$ cat src/rtl/mem_arb_pkg.sv
// Shared types and default widths for the I/D memory request arbiter.
package mem_arb_pkg;

    localparam int ADDRESS_SIZE = 64;
    localparam int BLOCK_SIZE   = 256;

    typedef enum logic [1:0] {
        IDLE  = 2'd0,
        ISSUE = 2'd1,
        WAIT  = 2'd2,
        DONE  = 2'd3
    } mem_arb_state_t;

    typedef enum logic {
        OWNER_I = 1'b0,
        OWNER_D = 1'b1
    } mem_arb_owner_t;

endpackage

$ cat src/rtl/mem_arb_select.sv
// Picks the winning requester when the arbiter is idle.
// MEM_ARB_ROUND_ROBIN_EN selects alternating priority; otherwise the data side always wins.
module mem_arb_select
    import mem_arb_pkg::*;
(
    input  logic           i_req,
    input  logic           d_req,
    input  mem_arb_owner_t last_owner,
    output mem_arb_owner_t winner
);

`ifdef MEM_ARB_ROUND_ROBIN_EN
    always_comb begin
        winner = OWNER_D;
        if (i_req && d_req) begin
            // Whoever was not served last goes next.
            winner = (last_owner == OWNER_D) ? OWNER_I : OWNER_D;
        end else if (i_req) begin
            winner = OWNER_I;
        end
    end
`else
    logic unused_last_owner;
    assign unused_last_owner = (last_owner == OWNER_D);

    always_comb begin
        winner = OWNER_D;
        if (i_req && !d_req) begin
            winner = OWNER_I;
        end
    end
`endif

endmodule

$ cat src/rtl/mem_request_arbiter.sv
// Shares one block memory controller between the I-cache and D-cache miss paths.
// Priority scheme is chosen by MEM_ARB_ROUND_ROBIN_EN (see mem_arb_select).
//
// Handshake: each requester holds its req level until its one-cycle done pulse;
// the controller sees a single-cycle requestEnable_o and completes on a 0->1 edge
// of blockOutEnable_i observed while waiting.
module mem_request_arbiter
    import mem_arb_pkg::*;
#(
    parameter int addressSize = ADDRESS_SIZE,
    parameter int blockSize   = BLOCK_SIZE
) (
    input  logic                   clock_i,
    input  logic                   reset_i,
    input  logic                   iReq_i,
    input  logic [addressSize-1:0] iAddress_i,
    input  logic                   dReq_i,
    input  logic [addressSize-1:0] dAddress_i,
    input  logic [blockSize-1:0]   dData_i,
    input  logic                   dIsWrite_i,
    output logic                   iGrant_o,
    output logic                   dGrant_o,
    output logic                   iDone_o,
    output logic                   dDone_o,
    output logic [blockSize-1:0]   block_o,
    output logic [addressSize-1:0] address_o,
    output logic [blockSize-1:0]   data_o,
    output logic                   requestEnable_o,
    output logic                   isMemWrite_o,
    input  logic [blockSize-1:0]   block_i,
    input  logic                   blockOutEnable_i,
    input  logic                   isMemoryEngaged_i,
    output mem_arb_state_t         debug_state
);

    mem_arb_state_t         state;
    mem_arb_state_t         next_state;
    mem_arb_owner_t         owner;
    mem_arb_owner_t         winner;
    logic [addressSize-1:0] addr_q;
    logic [blockSize-1:0]   data_q;
    logic                   write_q;
    logic [blockSize-1:0]   block_q;
    logic                   boe_prev;
    logic                   take;
    logic                   boe_rise;

    // The owner register doubles as the last-served record for round-robin.
    mem_arb_select u_select (
        .i_req      (iReq_i),
        .d_req      (dReq_i),
        .last_owner (owner),
        .winner     (winner)
    );

    assign take     = (state == IDLE) && (iReq_i || dReq_i) && !isMemoryEngaged_i;
    assign boe_rise = blockOutEnable_i && !boe_prev;

    always_comb begin
        next_state = state;
        case (state)
            IDLE:    if (take) next_state = ISSUE;
            ISSUE:   next_state = WAIT;
            WAIT:    if (boe_rise) next_state = DONE;
            DONE:    next_state = IDLE;
            default: next_state = IDLE;
        endcase
    end

    always_ff @(posedge clock_i) begin
        if (reset_i) begin
            state    <= IDLE;
            owner    <= OWNER_I;
            addr_q   <= '0;
            data_q   <= '0;
            write_q  <= 1'b0;
            block_q  <= '0;
            boe_prev <= 1'b0;
        end else begin
            state    <= next_state;
            boe_prev <= blockOutEnable_i;
            if (take) begin
                owner <= winner;
                if (winner == OWNER_D) begin
                    addr_q  <= dAddress_i;
                    data_q  <= dData_i;
                    write_q <= dIsWrite_i;
                end else begin
                    addr_q  <= iAddress_i;
                    data_q  <= '0;
                    write_q <= 1'b0;
                end
            end
            if ((state == WAIT) && boe_rise) begin
                block_q <= block_i;
            end
        end
    end

    assign iGrant_o        = (state != IDLE) && (owner == OWNER_I);
    assign dGrant_o        = (state != IDLE) && (owner == OWNER_D);
    assign iDone_o         = (state == DONE) && (owner == OWNER_I);
    assign dDone_o         = (state == DONE) && (owner == OWNER_D);
    assign requestEnable_o = (state == ISSUE);
    assign address_o       = addr_q;
    assign data_o          = data_q;
    assign isMemWrite_o    = write_q;
    assign block_o         = block_q;
    assign debug_state     = state;

endmodule

$ cat config.mk
export PLATFORM = sky130hd
export DESIGN_NAME = mem_request_arbiter
export DESIGN_NICKNAME = d
export VERILOG_FILES = /design/src/rtl/mem_arb_pkg.sv /design/src/rtl/mem_arb_select.sv /design/src/rtl/mem_request_arbiter.sv
export SDC_FILE = /design/constraint.sdc
export NUM_CORES = 1
export LEC_CHECK = 0
export BUFFER_PORTS_ARGS = -buffer_cell sky130_fd_sc_hd__buf_4
export CAP_MARGIN = 0
export CORE_AREA = 2 2 484 486
export DETAILED_ROUTE_END_ITERATION = 10
export DIE_AREA = 0 0 486 488
export PLACE_DENSITY = 0.31
export SYNTH_ARGS = -nofsm -noshare
export SYNTH_HDL_FRONTEND = slang
export SYNTH_SLANG_ARGS = --single-unit
$ cat constraint.sdc
create_clock -name clock_i -period 1.78 [get_ports clock_i]
set_clock_uncertainty 0.15 [all_clocks]
set_input_delay 0 -clock clock_i [delete_from_list [all_inputs] [get_ports clock_i]]
set_output_delay 0 -clock clock_i [all_outputs]
set_load 0.05 [all_outputs]
==> results of run 1 <==
[per-stage QoR]
step           hold WS [ns]  cells
6_report             0.0652   7975
5_1_grt            -0.00110   7974
2_1_floorplan       -0.0218   2283
3_3_place_gp         0.0767   6509
4_1_cts            0.000823   7916
3_5_place_dp         0.0818   6509
[how the worst min path moves through the flow]
stage               depth (start not counted)              from  slack [ns]             to
floorplan                                   1  blockOutEnable_i       -0.02       boe_prev
global placement                            3       dData_i[47]        0.08     data_o[47]
detailed placement                          3      dData_i[122]        0.08    data_o[122]
CTS                                         4    iAddress_i[28]      0.0008  address_o[28]
global route                                4        block_i[7]      -0.001     block_o[7]
finish                                      4        block_i[7]        0.07     block_o[7]
[metal layers]
metal  wire, µm  up-vias  track usage
met5         27        -            0
met4       6450        4       0.0507
met3      21000      203       0.0764
met2      81200     1008        0.227
met1      67600    12900        0.150
li1           -    13000            -
[state kept, by name, summed over array words and instances, names as in the netlist]
name	cells
debug_state	2
boe_prev	1
data_o	256
block_o	256
address_o	64
owner	1
isMemWrite_o	1
[cell usage after synthesis]
library cell    n  area [µm²]
mux2i_1        65         651
nand2b_1        3        18.8
a211oi_1       64         480
buf_2          47         235
nor2b_1         4        25.0
a21oi_1       257        1290
ha_1            4        50.1
nor2_1        125         469
nor2b_4         1        13.8
buf_6          28         315
or2_2           1        6.26
clkbuf_1       68         255
a211oi_2        1        12.5
nor2_2        200        1250
nand2_1       512        1920
and2_1          2        12.5
buf_8           6        90.1
o21a_1          1        7.51
inv_1           3        11.3
dfxtp_1       581       11600
a22o_1          1        8.76
o21ai_2         1        8.76
buf_4          29         218
a22oi_2       200        2500
a22oi_1        57         428
buf_12         22         440
[worst min-delay path, delay by kind of cell]
family / cells / cell delay (ns)
AO/OA/AOI/OAI: 1 / 0.07
buffers and inverters: 2 / 0.68
AND/OR/NAND/NOR: 1 / 0.13
[what timing repair did]
item | 4_1_cts | 5_1_grt
setup endpoints to repair | 556 | 582
pin swaps | 4 | 78
endpoints found under the hold margin | 581 | 1
buffers inserted | 24 | 16
hold buffers | 1237 | 1
resized for setup | 87 | 217
gates cloned | 8 | 37
[area by class of cell]
cell class	count	area, µm²
antenna	9	22.5
sequential	581	11600
inverter	3	18.8
clock buffer	118	2310
clock inverter	21	263
fill	25500	179000
multi-input combinational	1499	9910
timing repair buffer	2701	25200
tap	3043	3810
[kinds of logic after synthesis]
| logic type | Yosys count |
|---|---|
| fa+ha+maj | 4 |
| simple gates | 848 |
| compound gates | 582 |
| mux | 65 |
| buf+inv | 203 |
| flops | 581 |
[power groups by stage]
stage,logic [mW],registers (mW),clock network [mW]
2_1_floorplan,5.46,20.4,0
3_3_place_gp,17.1,15.7,0
3_5_place_dp,17.0,15.8,0
4_1_cts,20.1,15.5,17.2
5_1_grt,22.7,15.7,17.6
6_report,21.4,15.6,16.4
==> flow_metrics.env, run 1 <==
export IMPL_r2r_start="debug_state[0]"
export IMPL_ys_ff_latch=581
export IMPL_ff2ff_setup_slack_ns=-0.16
export IMPL_start_util=0.0964
export IMPL_cpMaxStageDelayCell="dfxtp_4"
export IMPL_grt_max_degree=61
export IMPL_startpoint="debug_state[0]"
export IMPL_first_iter_violations=808
export IMPL_cp_cell_sequence="inv_4 -> ha_4 -> inv_4 -> buf_6 -> or2_4 -> buf_16 -> clkbuf_16 -> nand2_1 -> a21oi_1"
export IMPL_place_congestion=0.870
export IMPL_cp_data_arrival_time_ns=2.38
export IMPL_die_y_um=488
export IMPL_powerDensity_nw_per_um2=1000
export IMPL_finalMaxSlewViolations=0
export IMPL_ant_nets=0
export IMPL_placed_cell_area_um2=35600
export IMPL_worstHoldPathType="in2reg"
export IMPL_seqPwrFrac=0.291
export IMPL_vias=27000
export IMPL_max_stage_delay_ns=0.35
export IMPL_hold_viol=0
export IMPL_grt_pass1_vias=28200
export IMPL_endpoint="block_o[119]"
export IMPL_finalSetupViolations=540
export IMPL_cts_sinks=581
export IMPL_drc=0
export IMPL_leakage_nw=21.3
export IMPL_clock_power_share=0.307
export IMPL_nets=5518
export IMPL_layout_commonest_cell="buf_4"
export IMPL_mappedNetlistArea_um2=22400
export IMPL_vias_per_cell=3.39
export IMPL_cts_root_buf="clkbuf_16"
export IMPL_r2r_cells=9
export IMPL_clk_latency_ns=0.72
export IMPL_status="finished with violations"
export IMPL_mostFrequentLayoutCells="1311 x buf_4, 1238 x dlygate4sd3_1, 579 x dfxtp_1"
export IMPL_design_area_um2=53100
export IMPL_synth_compound_area_frac=0.212
export IMPL_critical_path_class="reg2reg"
export IMPL_r2r_end="block_o[119]"
export IMPL_max_clock_path_buffers=3
export IMPL_hpwl_mm=137
export IMPL_numPortBuffers=1230
export IMPL_cp_max_fo=8
export IMPL_slew_limit_headroom=0.618
export IMPL_cts_tree="done"
export IMPL_crit_top_cell="inv_4"
export IMPL_maxCapViolCount=0
export IMPL_syn_area_per_cell_um2=9.79
export IMPL_internal_power_mw=32.5
export IMPL_syn_to_final_growth_pct=138
export IMPL_core_area_um2=232000
export IMPL_cpLargestDelayFamily="buffers and inverters"
export IMPL_switchingPower_mw=20.8
export IMPL_wirelength_mm=176
export IMPL_worst_ep_required_time_ns=2.22
export IMPL_drive_gt1_frac=0.439
export IMPL_pre_cts_ws_ns=-0.162
export IMPL_die_w_um=486
export IMPL_grt_total_usage=0.139
export IMPL_sw_frac_of_total=0.390
export IMPL_max_clock_freq_mhz=516
export IMPL_violations="negative setup slack"
export IMPL_synth_top_family_by_area="compound AO/OA/AOI/OAI gates"
export IMPL_io_pins=1231
export IMPL_final_util=0.229
export IMPL_wire_per_inst_um=22.1
export IMPL_htree_levels=3
export IMPL_ir_drop_mv=0.651
export IMPL_fin_crit_sh=1.09
export IMPL_fp_dieArea_um2=237000
export IMPL_antenna_found_initial=29
export IMPL_yosysSeqAreaShare=0.520
export IMPL_timing_critical_path_buf_inv=5
export IMPL_timing_final_ws_setup_ns=-0.160
export IMPL_tightestPinTransition_ns=0.573
export IMPL_synth_simple_gate_area_share=0.166
export IMPL_ys_warn_count=0
export IMPL_synthAdderAreaFrac=0.00224
export IMPL_post_route_min_period_ns=1.94
export IMPL_synth_xor_xnor_area_share=0
export IMPL_grt_overflow_total=0
export IMPL_syn_instance_count=2283
export IMPL_endpoint_kind="register"
export IMPL_start_kind="register"
export IMPL_placementRows=177
export IMPL_synth_mux_area_frac=0.0291
export IMPL_cp_num_cells=9
export IMPL_grt_first_pass_wirelength_mm=229
export IMPL_path_clk_slew_ns=0.06
export IMPL_fin_tns_setup_ns=-43.90
export IMPL_drtPass1Iterations=6
export IMPL_syn_nets=2934
export IMPL_numCtsBuffers=81
export IMPL_ys_types=26
export IMPL_rsz0062_at_grt="true"
export IMPL_p_comb_frac=0.402
export IMPL_total_power_mw=53.4
No activity file was read; power rests on OpenSTA's default activity.
==> run 2: changes to the inputs <==
Settings changed: CTS_BUF_LIST set to sky130_fd_sc_hd__clkbuf_8 sky130_fd_sc_hd__clkbuf_16, SLEW_MARGIN set to 20.
==> run 2 against run 1 <==
Net effect:
- the flow still finishes with violations (negative setup slack)
- sequential cell count did not move
- setup slack got worse by 0.0078 ns
- sequential power barely moved
- sequential share of layout area barely moved
- largest cell class unchanged
- highest routed layer unchanged
==> flow_metrics.env, run 2 (same netlist as run 1, synthesis figures left out) <==
export IMPL_critical_path_class="reg2reg"
export IMPL_grt_total_usage=0.138
export IMPL_grt_overflow_total=0
export IMPL_finalSetupViolations=553
export IMPL_wire_per_inst_um=22.1
export IMPL_hpwl_mm=137
export IMPL_path_clk_slew_ns=0.06
export IMPL_total_power_mw=53.3
export IMPL_grt_first_pass_wirelength_mm=229
export IMPL_cp_data_arrival_time_ns=2.38
export IMPL_max_clock_freq_mhz=513
export IMPL_cts_tree="done"
export IMPL_worst_ep_required_time_ns=2.22
export IMPL_die_y_um=488
export IMPL_fin_crit_sh=1.09
export IMPL_drtPass1Iterations=5
export IMPL_max_clock_path_buffers=3
export IMPL_drive_gt1_frac=0.442
export IMPL_r2r_start="debug_state[0]"
export IMPL_numCtsBuffers=81
export IMPL_design_area_um2=53200
export IMPL_fin_tns_setup_ns=-48.99
export IMPL_start_util=0.0964
export IMPL_fin_hold_ws_ns=0.0818
export IMPL_endpoint_kind="register"
export IMPL_rsz0062_at_grt="true"
export IMPL_cts_root_buf="clkbuf_16"
export IMPL_ir_drop_mv=0.637
export IMPL_p_comb_frac=0.403
export IMPL_tightestPinTransition_ns=0.569
export IMPL_powerDensity_nw_per_um2=1000
export IMPL_place_congestion=0.870
export IMPL_drc=0
export IMPL_finalMaxSlewViolations=0
export IMPL_first_iter_violations=917
export IMPL_pre_cts_ws_ns=-0.162
export IMPL_clk_latency_ns=0.72
export IMPL_numPortBuffers=1230
export IMPL_layout_commonest_cell="buf_4"
export IMPL_grt_pass1_vias=28200
export IMPL_placementRows=177
export IMPL_timing_final_ws_setup_ns=-0.168
export IMPL_sw_frac_of_total=0.391
export IMPL_fill_cells=25400
export IMPL_vias_per_cell=3.40
export IMPL_io_pins=1231
export IMPL_regArea_um2=11600
export IMPL_grt_max_degree=61
export IMPL_status="finished with violations"
export IMPL_endpoint="block_o[139]"
export IMPL_antenna_found_initial=31
export IMPL_syn_to_final_growth_pct=138
export IMPL_worstHoldPathType="in2reg"
export IMPL_seqPwrFrac=0.292
export IMPL_hold_viol=0
export IMPL_die_w_um=486
export IMPL_cp_max_fo=8
export IMPL_fp_dieArea_um2=237000
export IMPL_mostFrequentLayoutCells="1320 x buf_4, 1238 x dlygate4sd3_1, 579 x dfxtp_1"
export IMPL_wirelength_mm=176
export IMPL_startpoint="debug_state[0]"
export IMPL_post_route_min_period_ns=1.95
export IMPL_cts_sinks=581
export IMPL_placed_cell_area_um2=35600
export IMPL_ff2ff_setup_slack_ns=-0.17
export IMPL_nets=5519
export IMPL_slew_limit_headroom=0.621
export IMPL_maxCapViolCount=0
export IMPL_violations="negative setup slack"
export IMPL_leakage_nw=21.5
export IMPL_core_area_um2=232000
export IMPL_ant_nets=0
export IMPL_switchingPower_mw=20.9
export IMPL_start_kind="register"
export IMPL_r2r_cells=9
export IMPL_r2r_end="block_o[139]"
export IMPL_clock_power_share=0.305
export IMPL_vias=27100
export IMPL_internal_power_mw=32.4
export IMPL_multi_input_area_um2=10000
export IMPL_htree_levels=3
[run 2: cell types whose count changed in the layout (fill, tap and decap cells not counted), moves of 2 or more]
cell	before	now
buf_12	48	45
buf_6	39	32
nand2_2	53	42
buf_4	1311	1320
a21oi_1	196	187
nand2_1	430	426
inv_1	0	23
diode_2	9	12
a21oi_2	61	70
nand2_4	29	44
clkbuf_16	109	111
nor2_1	121	123
clkbuf_1	23	0
[run 2: area by class of cell]
type / instances / share of cell area
timing repair buffer: 2702 / 0.472
antenna: 12 / 0.000564
tap: 3043 / 0.0716
inverter: 3 / 0.000353
sequential: 581 / 0.219
clock buffer: 95 / 0.0417
clock inverter: 44 / 0.00656
multi-input combinational: 1499 / 0.188
[run 2: repair_timing]
action / CTS / global route
hold endpoints to repair: 581 / 1
gates resized for setup: 77 / 250
setup buffers: 24 / 12
hold buffers: 1237 / 1
endpoints found under the setup margin: 556 / 582
pin swaps: 4 / 110
gates cloned: 7 / 42
[run 2: critical path, cell delays in order (launching register included)]
cell and delay, ns:
dfxtp_4 0.35, inv_4 0.08, ha_4 0.15, inv_4 0.04, buf_4 0.12, or2_4 0.32
clkbuf_16 0.23, clkbuf_16 0.21, nand2_1 0.08, a21oi_1 0.05
[run 2: how the worst min path moves through the flow]
| stage | startpoint | cells after the start | end |
|---|---|---|---|
| 3_5_place_dp | dData_i[122] | 3 | data_o[122] |
| 3_3_place_gp | dData_i[47] | 3 | data_o[47] |
| 2_1_floorplan | blockOutEnable_i | 1 | boe_prev |
| 4_1_cts | iAddress_i[24] | 4 | address_o[24] |
| 5_1_grt | block_i[17] | 4 | block_o[17] |
| 6_report | block_i[17] | 4 | block_o[17] |
[run 2: stage by stage]
stage               instances   util
floorplan                2283      -
global placement         6509  0.154
detailed placement       6509  0.154
CTS                      7915  0.221
global route             7977  0.229
finish                   7979  0.229
[run 2: per-layer routing]
layer / track usage / vias to the layer above / wire length (µm)
li1: - / 13000 / -
met1: 0.149 / 12900 / 67600
met2: 0.227 / 1000 / 81100
met3: 0.0765 / 210 / 21100
met4: 0.0502 / 4 / 6510
met5: 0 / - / 30
[run 2: power groups by stage]
stage / Sequential, mW / Combinational, mW / Clock (mW)
final: 15.6 / 21.5 / 16.2
after global placement: 15.7 / 17.1 / 0
after detailed placement: 15.8 / 17.0 / 0
after CTS: 15.5 / 20.0 / 17.1
after global routing: 15.7 / 22.8 / 17.4
after floorplan: 20.4 / 5.46 / 0
==> run 3: changes to the inputs <==
Settings changed: SETUP_SLACK_MARGIN set to 0.1.
==> run 3 against run 2 <==
Net effect:
- clock-buffer cell count increased by 9
- largest cell class unchanged
- non-clock buffer count decreased by 51
- clock power increased by 2%
- die area unchanged
- the flow still finishes with violations (negative setup slack)
- largest power group unchanged
- final area decreased by 0.51%
- routed wire length decreased by 4.5%
- via count decreased by 0.80%
- critical endpoint is now data_o[100]
- combinational power about the same
- critical path type unchanged
- sequential power about the same
- cell count decreased by 0.50%
- register-to-register slack got worse by 0.02 ns
- total power increased by 1.0%
==> flow_metrics.env, run 3 (same netlist as run 1, synthesis figures left out) <==
export IMPL_drive_gt1_frac=0.425
export IMPL_vias=26900
export IMPL_worst_ep_required_time_ns=2.22
export IMPL_post_route_min_period_ns=1.96
export IMPL_ir_drop_mv=0.659
export IMPL_max_clock_freq_mhz=509
export IMPL_rsz0062_at_grt="true"
export IMPL_slew_limit_headroom=0.615
export IMPL_cpMaxStageDelayCell="dfxtp_4"
export IMPL_status="finished with violations"
export IMPL_htree_levels=3
export IMPL_grt_total_usage=0.137
export IMPL_violations="negative setup slack"
export IMPL_die_y_um=488
export IMPL_max_clock_path_buffers=3
export IMPL_maxCapViolCount=0
export IMPL_start_util=0.0964
export IMPL_tightestPinTransition_ns=0.578
export IMPL_place_inst=6476
export IMPL_mostFrequentLayoutCells="1286 x buf_4, 1219 x dlygate4sd3_1, 579 x dfxtp_1"
export IMPL_cp_cell_sequence="inv_4 -> buf_6 -> ha_4 -> nor2b_4 -> o21ai_4 -> buf_12 -> buf_12 -> buf_12 -> a22oi_2 -> nor2_2"
export IMPL_vias_per_cell=3.39
export IMPL_grt_first_pass_wirelength_mm=229
export IMPL_timing_final_ws_setup_ns=-0.184
export IMPL_wirelength_mm=168
export IMPL_stdcell_count=7939
export IMPL_numPortBuffers=1230
export IMPL_grt_overflow_total=0
export IMPL_first_iter_violations=999
export IMPL_core_area_um2=232000
export IMPL_path_clk_slew_ns=0.06
export IMPL_place_congestion=0.832
export IMPL_ff2ff_setup_slack_ns=-0.18
export IMPL_multi_input_area_um2=9690
export IMPL_grt_max_degree=68
export IMPL_drc=0
export IMPL_io_pins=1231
export IMPL_clk_latency_ns=0.71
export IMPL_finalSetupViolations=559
export IMPL_die_w_um=486
export IMPL_finalMaxSlewViolations=0
export IMPL_fin_crit_sh=1.10
export IMPL_endpoint_kind="register"
export IMPL_ant_nets=0
export IMPL_wire_per_inst_um=21.2
export IMPL_placementRows=177
export IMPL_regArea_um2=11600
export IMPL_grt_pass1_vias=28400
export IMPL_max_stage_delay_ns=0.35
export IMPL_antenna_found_initial=23
export IMPL_crit_top_cell="buf_12"
export IMPL_start_kind="register"
export IMPL_worstHoldPathType="in2reg"
export IMPL_hpwl_mm=128
export IMPL_fp_dieArea_um2=237000
export IMPL_leakage_nw=21.3
export IMPL_cts_tree="done"
export IMPL_nets=5469
export IMPL_hold_viol=0
export IMPL_drtPass1Iterations=5
export IMPL_critical_path_class="reg2reg"
export IMPL_powerDensity_nw_per_um2=1020
export IMPL_layout_commonest_cell="buf_4"
export IMPL_cts_root_buf="clkbuf_16"
export IMPL_cts_sinks=581
export IMPL_numCtsBuffers=82
export IMPL_cp_max_fo=17
export IMPL_cp_data_arrival_time_ns=2.40
export IMPL_fill_cells=25400
export IMPL_syn_to_final_growth_pct=137
export IMPL_pre_cts_ws_ns=-0.210
==> run 3: report_power, final <==
part | internal (mW) | leakage (nW) | total (mW) | switching [mW]
clock | 9.50 | 1.42 | 16.6 | 7.08
sequential | 14.5 | 4.72 | 15.6 | 1.11
combinational | 9.13 | 15.2 | 21.7 | 12.5
total | 33.1 | 21.3 | 53.8 | 20.7
==> run 3: through the flow <==
| step | power, mW | hold WS, ns | TNS (ns) | instance area (µm²) | util |
|---|---|---|---|---|---|
| 6_report | 53.8 | 0.0661 | -48.81 | 52900 | 0.228 |
| 3_3_place_gp | 32.8 | 0.0763 | -60.89 | 35500 | 0.153 |
| 5_1_grt | 56.6 | 0.0215 | -106.17 | 52900 | 0.228 |
| 2_1_floorplan | 26.0 | -0.0218 | -5.92 | 22500 | - |
| 4_1_cts | 54.1 | 0.000553 | -68.15 | 52100 | 0.225 |
| 3_5_place_dp | 32.8 | 0.0824 | -69.05 | 35500 | 0.153 |
==> run 3: per-layer routing <==
metal	share of wire	track usage
met1	0.41	0.159
met5	0.00040	0
met2	0.46	0.224
met3	0.11	0.0621
met4	0.025	0.0406
==> run 3: final timing paths <==
| path | start | end | depth (start not counted) |
|---|---|---|---|
| setup / recovery | debug_state[0] | data_o[100] | 10 |
| hold / removal | block_i[45] | block_o[45] | 4 |
| setup reg to reg | debug_state[0] | data_o[100] | 10 |
| hold reg to reg | block_o[18] | block_o[18] | 2 |
==> run 3: area by class of cell <==
type / count / area share
Antenna cell: 14 / 0.000662
Inverter: 3 / 0.000355
Tap cell: 3043 / 0.0719
Sequential cell: 581 / 0.220
Clock buffer: 104 / 0.0445
Clock inverter: 44 / 0.00636
Multi-Input combinational cell: 1499 / 0.183
Timing Repair Buffer: 2651 / 0.473
==> run 3: what timing repair did <==
action,in CTS,in global routing
buffers inserted,24,11
gates resized for setup,99,89
hold buffers,1219,0
endpoints found under the setup margin,617,609
gates cloned,36,11
endpoints found under the hold margin,581,0
pin swaps,24,32
==> run 3: worst max-delay path: cells and delay by family (launching register included) <==
kind	cells	cell delay, ns
AND/OR/NAND/NOR	2	0.23
AO/OA/AOI/OAI	2	0.34
buffers and inverters	5	0.65
flip-flops	1	0.35
adder cells (fa/ha/maj)	1	0.13
